`config.mk`:
```
export PLATFORM = sky130hd
export DESIGN_NAME = alu_mul_sequencer
export DESIGN_NICKNAME = d
export VERILOG_FILES = /design/src/rtl/cpu_pkg.sv /design/src/rtl/mul_counter.sv /design/src/rtl/alu_mul_sequencer.sv
export SDC_FILE = /design/constraint.sdc
export NUM_CORES = 1
export LEC_CHECK = 0
export CAP_MARGIN = 40
export CORE_ASPECT_RATIO = 0.7
export CORE_MARGIN = 5
export CORE_UTILIZATION = 35
export DETAILED_ROUTE_END_ITERATION = 10
export PLACE_DENSITY = 0.75
export SLEW_MARGIN = 20
export SYNTH_ARGS = -nofsm -noshare
export SYNTH_HDL_FRONTEND = slang
export SYNTH_SLANG_ARGS = --single-unit
```
`constraint.sdc`:
```
create_clock -name clk -period 2.5 [get_ports clk]
set_input_delay 0.75 -clock clk [delete_from_list [all_inputs] [get_ports clk]]
set_output_delay 0.75 -clock clk [all_outputs]
set_load 0.03 [all_outputs]
```
`src/rtl/cpu_pkg.sv`:
```
// rtl/cpu_pkg.sv - shared CPU types: multiplier FSM states and ALU control codes
package cpu_pkg;

    typedef enum logic [1:0] {IDLE, RUN, DONE} mul_state_t;

    localparam logic [2:0] ALU_PASS_B = 3'b000;
    localparam logic [2:0] ALU_ADD    = 3'b010;
    localparam logic [2:0] ALU_SUB    = 3'b011;
    localparam logic [2:0] ALU_AND    = 3'b100;
    localparam logic [2:0] ALU_OR     = 3'b101;
    localparam logic [2:0] ALU_XOR    = 3'b110;

endpackage

```
`src/rtl/mul_counter.sv`:
```
// rtl/mul_counter.sv - iteration counter with clear/enable and terminal count
//
// Ports:
//   clk, reset  clock, asynchronous active-low reset
//   clr         synchronous clear to 0 (wins over en)
//   en          increment by one
//   cnt         current count
//   tc          count equals TERM
module mul_counter #(
    parameter int               CNT_W = 7,
    parameter logic [CNT_W-1:0] TERM  = '1
) (
    input  logic             clk,
    input  logic             reset,
    input  logic             clr,
    input  logic             en,
    output logic [CNT_W-1:0] cnt,
    output logic             tc
);

    logic [CNT_W-1:0] cnt_q, cnt_d;

    always_comb begin
        cnt_d = cnt_q;
        if (clr) begin
            cnt_d = '0;
        end else if (en) begin
            cnt_d = cnt_q + 1'b1;
        end
    end

    always_ff @(posedge clk or negedge reset) begin
        if (!reset) begin
            cnt_q <= '0;
        end else begin
            cnt_q <= cnt_d;
        end
    end

    assign cnt = cnt_q;
    assign tc  = (cnt_q == TERM);

endmodule

```
`src/rtl/alu_mul_sequencer.sv`:
```
// rtl/alu_mul_sequencer.sv - shift-add multiplier sequencing an external ALU
//
// Ports:
//   clk, reset            clock, asynchronous active-low reset
//   in_valid/in_ready     operand handshake (mcand, mplier)
//   out_valid/out_ready   result handshake (product, negative, zero, high_nz)
//   alu_A/alu_B/alu_cntrl to external ALU (always ADD; A/B zero outside RUN)
//   alu_result/alu_carry  from external ALU
//
// Build option: MUL_EARLY_TERM_EN stops iterating once the remaining
// multiplier bits are all zero.
module alu_mul_sequencer
    import cpu_pkg::*;
#(
    parameter int WIDTH = 64
) (
    input  logic             clk,
    input  logic             reset,
    input  logic             in_valid,
    output logic             in_ready,
    input  logic [WIDTH-1:0] mcand,
    input  logic [WIDTH-1:0] mplier,
    output logic             out_valid,
    input  logic             out_ready,
    output logic [WIDTH-1:0] product,
    output logic             negative,
    output logic             zero,
    output logic             high_nz,
    output logic [WIDTH-1:0] alu_A,
    output logic [WIDTH-1:0] alu_B,
    output logic [2:0]       alu_cntrl,
    input  logic [WIDTH-1:0] alu_result,
    input  logic             alu_carry
);

    localparam int CNT_W = $clog2(WIDTH) + 1;
    localparam logic [CNT_W-1:0] LAST = CNT_W'(WIDTH - 1);

    mul_state_t       state_q, state_d;
    logic [WIDTH-1:0] acc_q, acc_d;
    logic [WIDTH-1:0] mc_q, mc_d;
    logic [WIDTH-1:0] mp_q, mp_d;
    logic             high_nz_q, high_nz_d;
    logic             mc_lost_q, mc_lost_d;
    logic             out_valid_q, out_valid_d;
    logic             cnt_clr, cnt_en, cnt_tc;
    logic [CNT_W-1:0] cnt;

    mul_counter #(
        .CNT_W (CNT_W),
        .TERM  (LAST)
    ) u_cnt (
        .clk   (clk),
        .reset (reset),
        .clr   (cnt_clr),
        .en    (cnt_en),
        .cnt   (cnt),
        .tc    (cnt_tc)
    );

    // mc_lost remembers that some multiplicand bit has already been shifted
    // past the top. Any later multiplier 1-bit would have weighted that bit
    // at or above 2^WIDTH, so the true product overflows.
    always_comb begin
        state_d     = state_q;
        acc_d       = acc_q;
        mc_d        = mc_q;
        mp_d        = mp_q;
        high_nz_d   = high_nz_q;
        mc_lost_d   = mc_lost_q;
        out_valid_d = out_valid_q;
        cnt_clr     = 1'b0;
        cnt_en      = 1'b0;
        case (state_q)
            IDLE: begin
                cnt_clr = 1'b1;
                if (in_valid) begin
                    mc_d      = mcand;
                    mp_d      = mplier;
                    acc_d     = '0;
                    high_nz_d = 1'b0;
                    mc_lost_d = 1'b0;
                    state_d   = RUN;
                end
            end
            RUN: begin
                cnt_en    = 1'b1;
                acc_d     = alu_result;
                mc_d      = mc_q << 1;
                mp_d      = mp_q >> 1;
                mc_lost_d = mc_lost_q | mc_q[WIDTH-1];
                if (alu_carry || (mp_q[0] && mc_lost_q)) begin
                    high_nz_d = 1'b1;
                end
`ifdef MUL_EARLY_TERM_EN
                if (cnt_tc || (mp_d == '0)) begin
                    state_d = DONE;
                end
`else
                if (cnt_tc) begin
                    state_d = DONE;
                end
`endif
            end
            DONE: begin
                // out_valid rises one cycle after entering DONE.
                if (out_valid_q && out_ready) begin
                    out_valid_d = 1'b0;
                    state_d     = IDLE;
                end else begin
                    out_valid_d = 1'b1;
                end
            end
            default: begin
                state_d     = IDLE;
                out_valid_d = 1'b0;
            end
        endcase
    end

    always_ff @(posedge clk or negedge reset) begin
        if (!reset) begin
            state_q     <= IDLE;
            acc_q       <= '0;
            mc_q        <= '0;
            mp_q        <= '0;
            high_nz_q   <= 1'b0;
            mc_lost_q   <= 1'b0;
            out_valid_q <= 1'b0;
        end else begin
            state_q     <= state_d;
            acc_q       <= acc_d;
            mc_q        <= mc_d;
            mp_q        <= mp_d;
            high_nz_q   <= high_nz_d;
            mc_lost_q   <= mc_lost_d;
            out_valid_q <= out_valid_d;
        end
    end

    assign in_ready  = (state_q == IDLE);
    assign out_valid = out_valid_q;
    assign product   = acc_q;
    assign negative  = acc_q[WIDTH-1];
    assign zero      = (acc_q == '0);
    assign high_nz   = high_nz_q;
    assign alu_cntrl = ALU_ADD;
    assign alu_A     = (state_q == RUN) ? acc_q : '0;
    assign alu_B     = ((state_q == RUN) && mp_q[0]) ? mc_q : '0;

endmodule

```
# Word-level counts from Yosys, hierarchy flattened
# Index checks and enable logic that the tools add are counted.
# Widths: inputs -> output; s select.
[totals]
ram_bits = 0
ff_bits = 204
memories = 0
out_inout_bits = 200
latch_bits = 0
input_bits = 197
word_cells = 51
rom_bits = 0
[classes]
shifts = 0
n_eq_ne = 7
n_lt_le_gt_ge = 0
div_mod_pow = 0
multipliers = 0
reduce_logical = 12
addsub = 1
muxes = 22
n_bitwise = 1
[ops]
columns = ["cell", "n"]
rows = [
  ["$pmux 64 s2", 3],
  ["$mux 64", 5],
  ["$logic_not 64->1", 1],
  ["$mux 7", 2],
  ["$ne 2x2->1 const B", 4],
  ["$add 7x1->7 const B", 1],
  ["$eq 7x6->1 const B", 1],
  ["$mux 2", 3],
  ["$pmux 1 s2", 3],
  ["$pmux 2 s3", 1],
  ["$reduce_and 3->1", 2],
  ["$mux 1", 5],
  ["$reduce_bool 2->1", 2],
  ["$logic_and 1x1->1", 3],
  ["$eq 2x1->1 const B", 1],
  ["$eq 2x2->1 const B", 1],
  ["$logic_not 2->1", 1],
  ["$reduce_and 2->1", 1],
  ["$reduce_or 2->1", 1],
  ["$logic_or 1x1->1", 1],
  ["$or 1x1->1", 1],
]

# Logic depth before layout (Yosys ltp)
[logic_depth]
ltp_word = 4
mapped_depth = 7
ltp_nobuf = 4

# By module
# A second synthesis with hierarchy kept.
[unflattened]
cells_unflattened = 929
hier_area_um2 = 9873.2
[by_module_without_submodules]
columns = ["module", "area_each_um2", "cells_per_inst", "n_inst", "seq_area_each_um2"]
rows = [
  ["alu_mul_sequencer", 9549.2, 899, 1, 4929.7],
  ["mul_counter", 324.1, 30, 1, 175.2],
]

# Worst setup path before layout
# Ideal clock, no wire load.
[synth_timing]
kind = "flip-flop to output port"
start = "reg acc_q[61] (netlist: product[61])"
end = "out zero"
t_arrival_ns = 1.909
t_required_ns = 1.750
n_path_buf = 0
stages_incl_launch_ff = 4
path_slack_ns = -0.159
cell_sequence = "dfrtp_1 -> nor4_1 -> nand4_1 -> nor4_1"
[synth_between]
elab_chain_cells = 1
[synth_lines]
columns = ["item", "line_no", "text"]
rows = [
  ["from (decl)", "alu_mul_sequencer.sv:40", "logic [WIDTH-1:0] acc_q, acc_d;"],
  ["from (signal assigned)", "alu_mul_sequencer.sv:124", "acc_q <= '0;"],
  ["from (signal assigned)", "alu_mul_sequencer.sv:132", "acc_q <= acc_d;"],
  ["$logic_not 64->1", "alu_mul_sequencer.sv:145", "assign zero = (acc_q == '0);"],
  ["to (decl)", "alu_mul_sequencer.sv:27", "output logic zero,"],
]
# No other way between the ends.

# Worst setup path in the final report
[layout_timing]
start = "reg acc_q[15] (netlist: product[15])"
end = "out zero"
# The elaborated chain is that of the path after synthesis.

==> flow_metrics.env <==
export IMPL_port_buffers=393
export IMPL_cts_tree="done"
export IMPL_ys_seq_area_share_pct=53.1
export IMPL_p_leak_nw=7.62
export IMPL_grt_pass1_vias=9733
export IMPL_drcViolationCount=0
export IMPL_syn_inst=937
export IMPL_dr_pass1_iters=6
export IMPL_failed_checks="negative setup slack"
export IMPL_finalSetupViolCount=127
export IMPL_syn_area_mm2=0.00961
export IMPL_ios=397
export IMPL_diodes=0
export IMPL_drv_slew=0
export IMPL_yosysUniqueCellTypes=37
export IMPL_cts_buffer_depth=3
export IMPL_grt_overflow=0
export IMPL_cts_root_buf="clkbuf_16"
export IMPL_dieHeight_um=149
export IMPL_power_frac_comb_pct=45.1
export IMPL_p_switching_mw=5.81
export IMPL_outcome="finished, violations left"
export IMPL_rows=50
export IMPL_ys_flop_type="dfrtp_1"
export IMPL_hold_path_class="in -> async"
export IMPL_setup_slack_ps=-449
export IMPL_initial_utilization_pct=35.7
export IMPL_dp_hpwl_um=25400
export IMPL_antenna_found_initial=1
export IMPL_clkTransAtPathRegs_ps=60
export IMPL_period_share_pct=118
export IMPL_core_mm2=0.0269
export IMPL_avgSynthCellArea_um2=10.3
export IMPL_ir_worst_vdd_mv=0.421
export IMPL_swShare_pct=36.7
export IMPL_layout_cells_non_filler=1751
export IMPL_viasPerCell=5.49
export IMPL_ys_seq_elements=204
export IMPL_end_kind="output pin"
export IMPL_dp_cells=1653
export IMPL_hold_worst_slack_ps=207
export IMPL_vias=9611
export IMPL_die_width_um=208
export IMPL_grt_use_total_pct=24.3
export IMPL_slowest_delay_ps=420
export IMPL_p_per_area_mw_per_mm2=953
export IMPL_design_area_mm2=0.0166
export IMPL_seqPwrFrac_pct=33.0
export IMPL_placed_area_mm2=0.0140
export IMPL_min_period_ps=2950
export IMPL_path_max_fanout=4
export IMPL_r2r_start="state_q[0]"
export IMPL_syn_to_final_growth_pct=73.1
export IMPL_cts_sinks=204
export IMPL_place_ws_ps=-47.4
export IMPL_nNetsFinal=1572
export IMPL_grt_setup_unrepaired="yes"
export IMPL_crit_arrival_ps=2200
export IMPL_numCtsBuffers=23
export IMPL_place_congestion=0.907
export IMPL_max_freq_mhz=339
export IMPL_drive_gt1_share_pct=29.9
export IMPL_synth_edf_count=0
export IMPL_final_common_cell="clkdlybuf4s50_1"
export IMPL_finalClockSkew_ps=11.5
export IMPL_async_flop_share_pct=100
export IMPL_power_share_clock_pct=21.9
export IMPL_yosysWarnings=0
export IMPL_p_int_mw=10.0
export IMPL_critPathKind="reg -> out"
export IMPL_cp_startpoint="product[15]"
export IMPL_insertion_delay_ps=510
export IMPL_cp_slowest_cell="dfrtp_1"
export IMPL_htree_levels=1
export IMPL_drtIter0Drc=627
export IMPL_routedWlPerCell_um=22.7
export IMPL_critical_path_required_ps=1750
export IMPL_hold_violations=0
export IMPL_grt_pass1_wl_um=59600
export IMPL_tightest_slew_ps=800
export IMPL_crit_chain="nor4_1 > nand4_1 > nor4_4 > buf_4 > buf_12"
export IMPL_grt_max_degree=79
export IMPL_maxSlewHeadroom_pct=46.7
export IMPL_cap_violations=0
export IMPL_drt_total_wl_um=39800
export IMPL_cp_start_kind="flip-flop"
export IMPL_ant_nets=0
export IMPL_die_area_mm2=0.0309
export IMPL_final_cell_mix="250 x clkdlybuf4s50_1, 202 x dfrtp_1, 126 x nand2_1"
[flip-flops by register name, summed over array words and instances, names as in the netlist]
register   cells
mc_lost_q      1
product       64
out_valid      1
state_q        2
mc_q          64
u_cnt.cnt      7
mp_q          64
high_nz        1
[layout make-up]
class	instances	area, µm²
fill	2003	10300
timing repair buffer	502	5720
sequential	204	5110
multi-input combinational	640	4570
clock buffer	33	693
tap	364	455
clock inverter	5	82.6
inverter	3	11.3
[synthesized netlist by cell type (all sizes together), types with 5 or more instances]
cell type	count	area, µm²
a21oi	14	70.1
dfrtp	204	5100
nor2	5	18.8
mux2i	65	651
o21ai	124	621
nor4	17	106
o22ai	12	75.1
and2	64	400
and3	64	400
a22oi	56	420
nand2	126	473
buf	51	325
clkbuf	40	150
a22o	66	578
[cell families (layout without fill, tap and decap cells)]
family                   count (synthesis)  after routing  share of synthesized area, %
buffers and inverters                   94            543                          5.07
flip-flops                             204            204                          53.1
other                                    2              3                        0.0782
AO/OA/AOI/OAI                          277            277                          18.8
adder cells (fa/ha/maj)                  1              1                         0.130
multiplexers                            66             66                          6.89
AND/OR/NAND/NOR                        292            292                          15.8
XOR/XNOR                                 1              1                        0.0912
[critical path, delay by kind of cell (launching register included)]
kind	cells	cell delay, ps
buffers and inverters	2	290
flip-flops	1	420
AND/OR/NAND/NOR	3	980
[layer usage]
layer	vias up	wire length, µm	global-route usage [%]
met5	-	20	0
met4	2	1320	7.19
met3	85	3700	6.49
met2	561	19000	40.3
met1	4721	15800	31.5
li1	4242	-	-
[through the flow]
step | total power, mW | setup TNS [ps] | utilization (%)
CTS | 15.9 | -17770 | 62.0
global route | 16.6 | -20980 | 61.8
floorplan | 8.32 | 0 | -
finish | 15.9 | -15080 | 61.8
detailed placement | 10.9 | -47.4 | 51.9
global placement | 10.7 | -39.3 | 51.9
[repair_timing]
item,CTS,global route
setup buffers,41,15
hold endpoints to repair,0,0
cloned,21,1
gates resized for setup,263,56
pin swaps,23,8
hold buffers,0,0
setup endpoints to repair,131,136
[worst paths after layout]
path	end	slack, ps	cells after the start
setup / recovery	zero	-450	5
hold / removal	mc_q[12]	210	1
setup reg to reg	u_cnt.cnt[6]	210	5
hold reg to reg	mp_q[57]	480	2
max in group asynchronous	state_q[0]	1560	2
min in group clk	mp_q[57]	480	2
[power groups by stage]
stage	clock network (mW)	logic [mW]	registers (mW)
floorplan	0	3.04	5.28
global placement	0	5.60	5.14
detailed placement	0	5.71	5.18
CTS	3.52	7.15	5.18
global route	3.67	7.54	5.36
finish	3.47	7.16	5.23
Power figures use the tool's default switching activity.
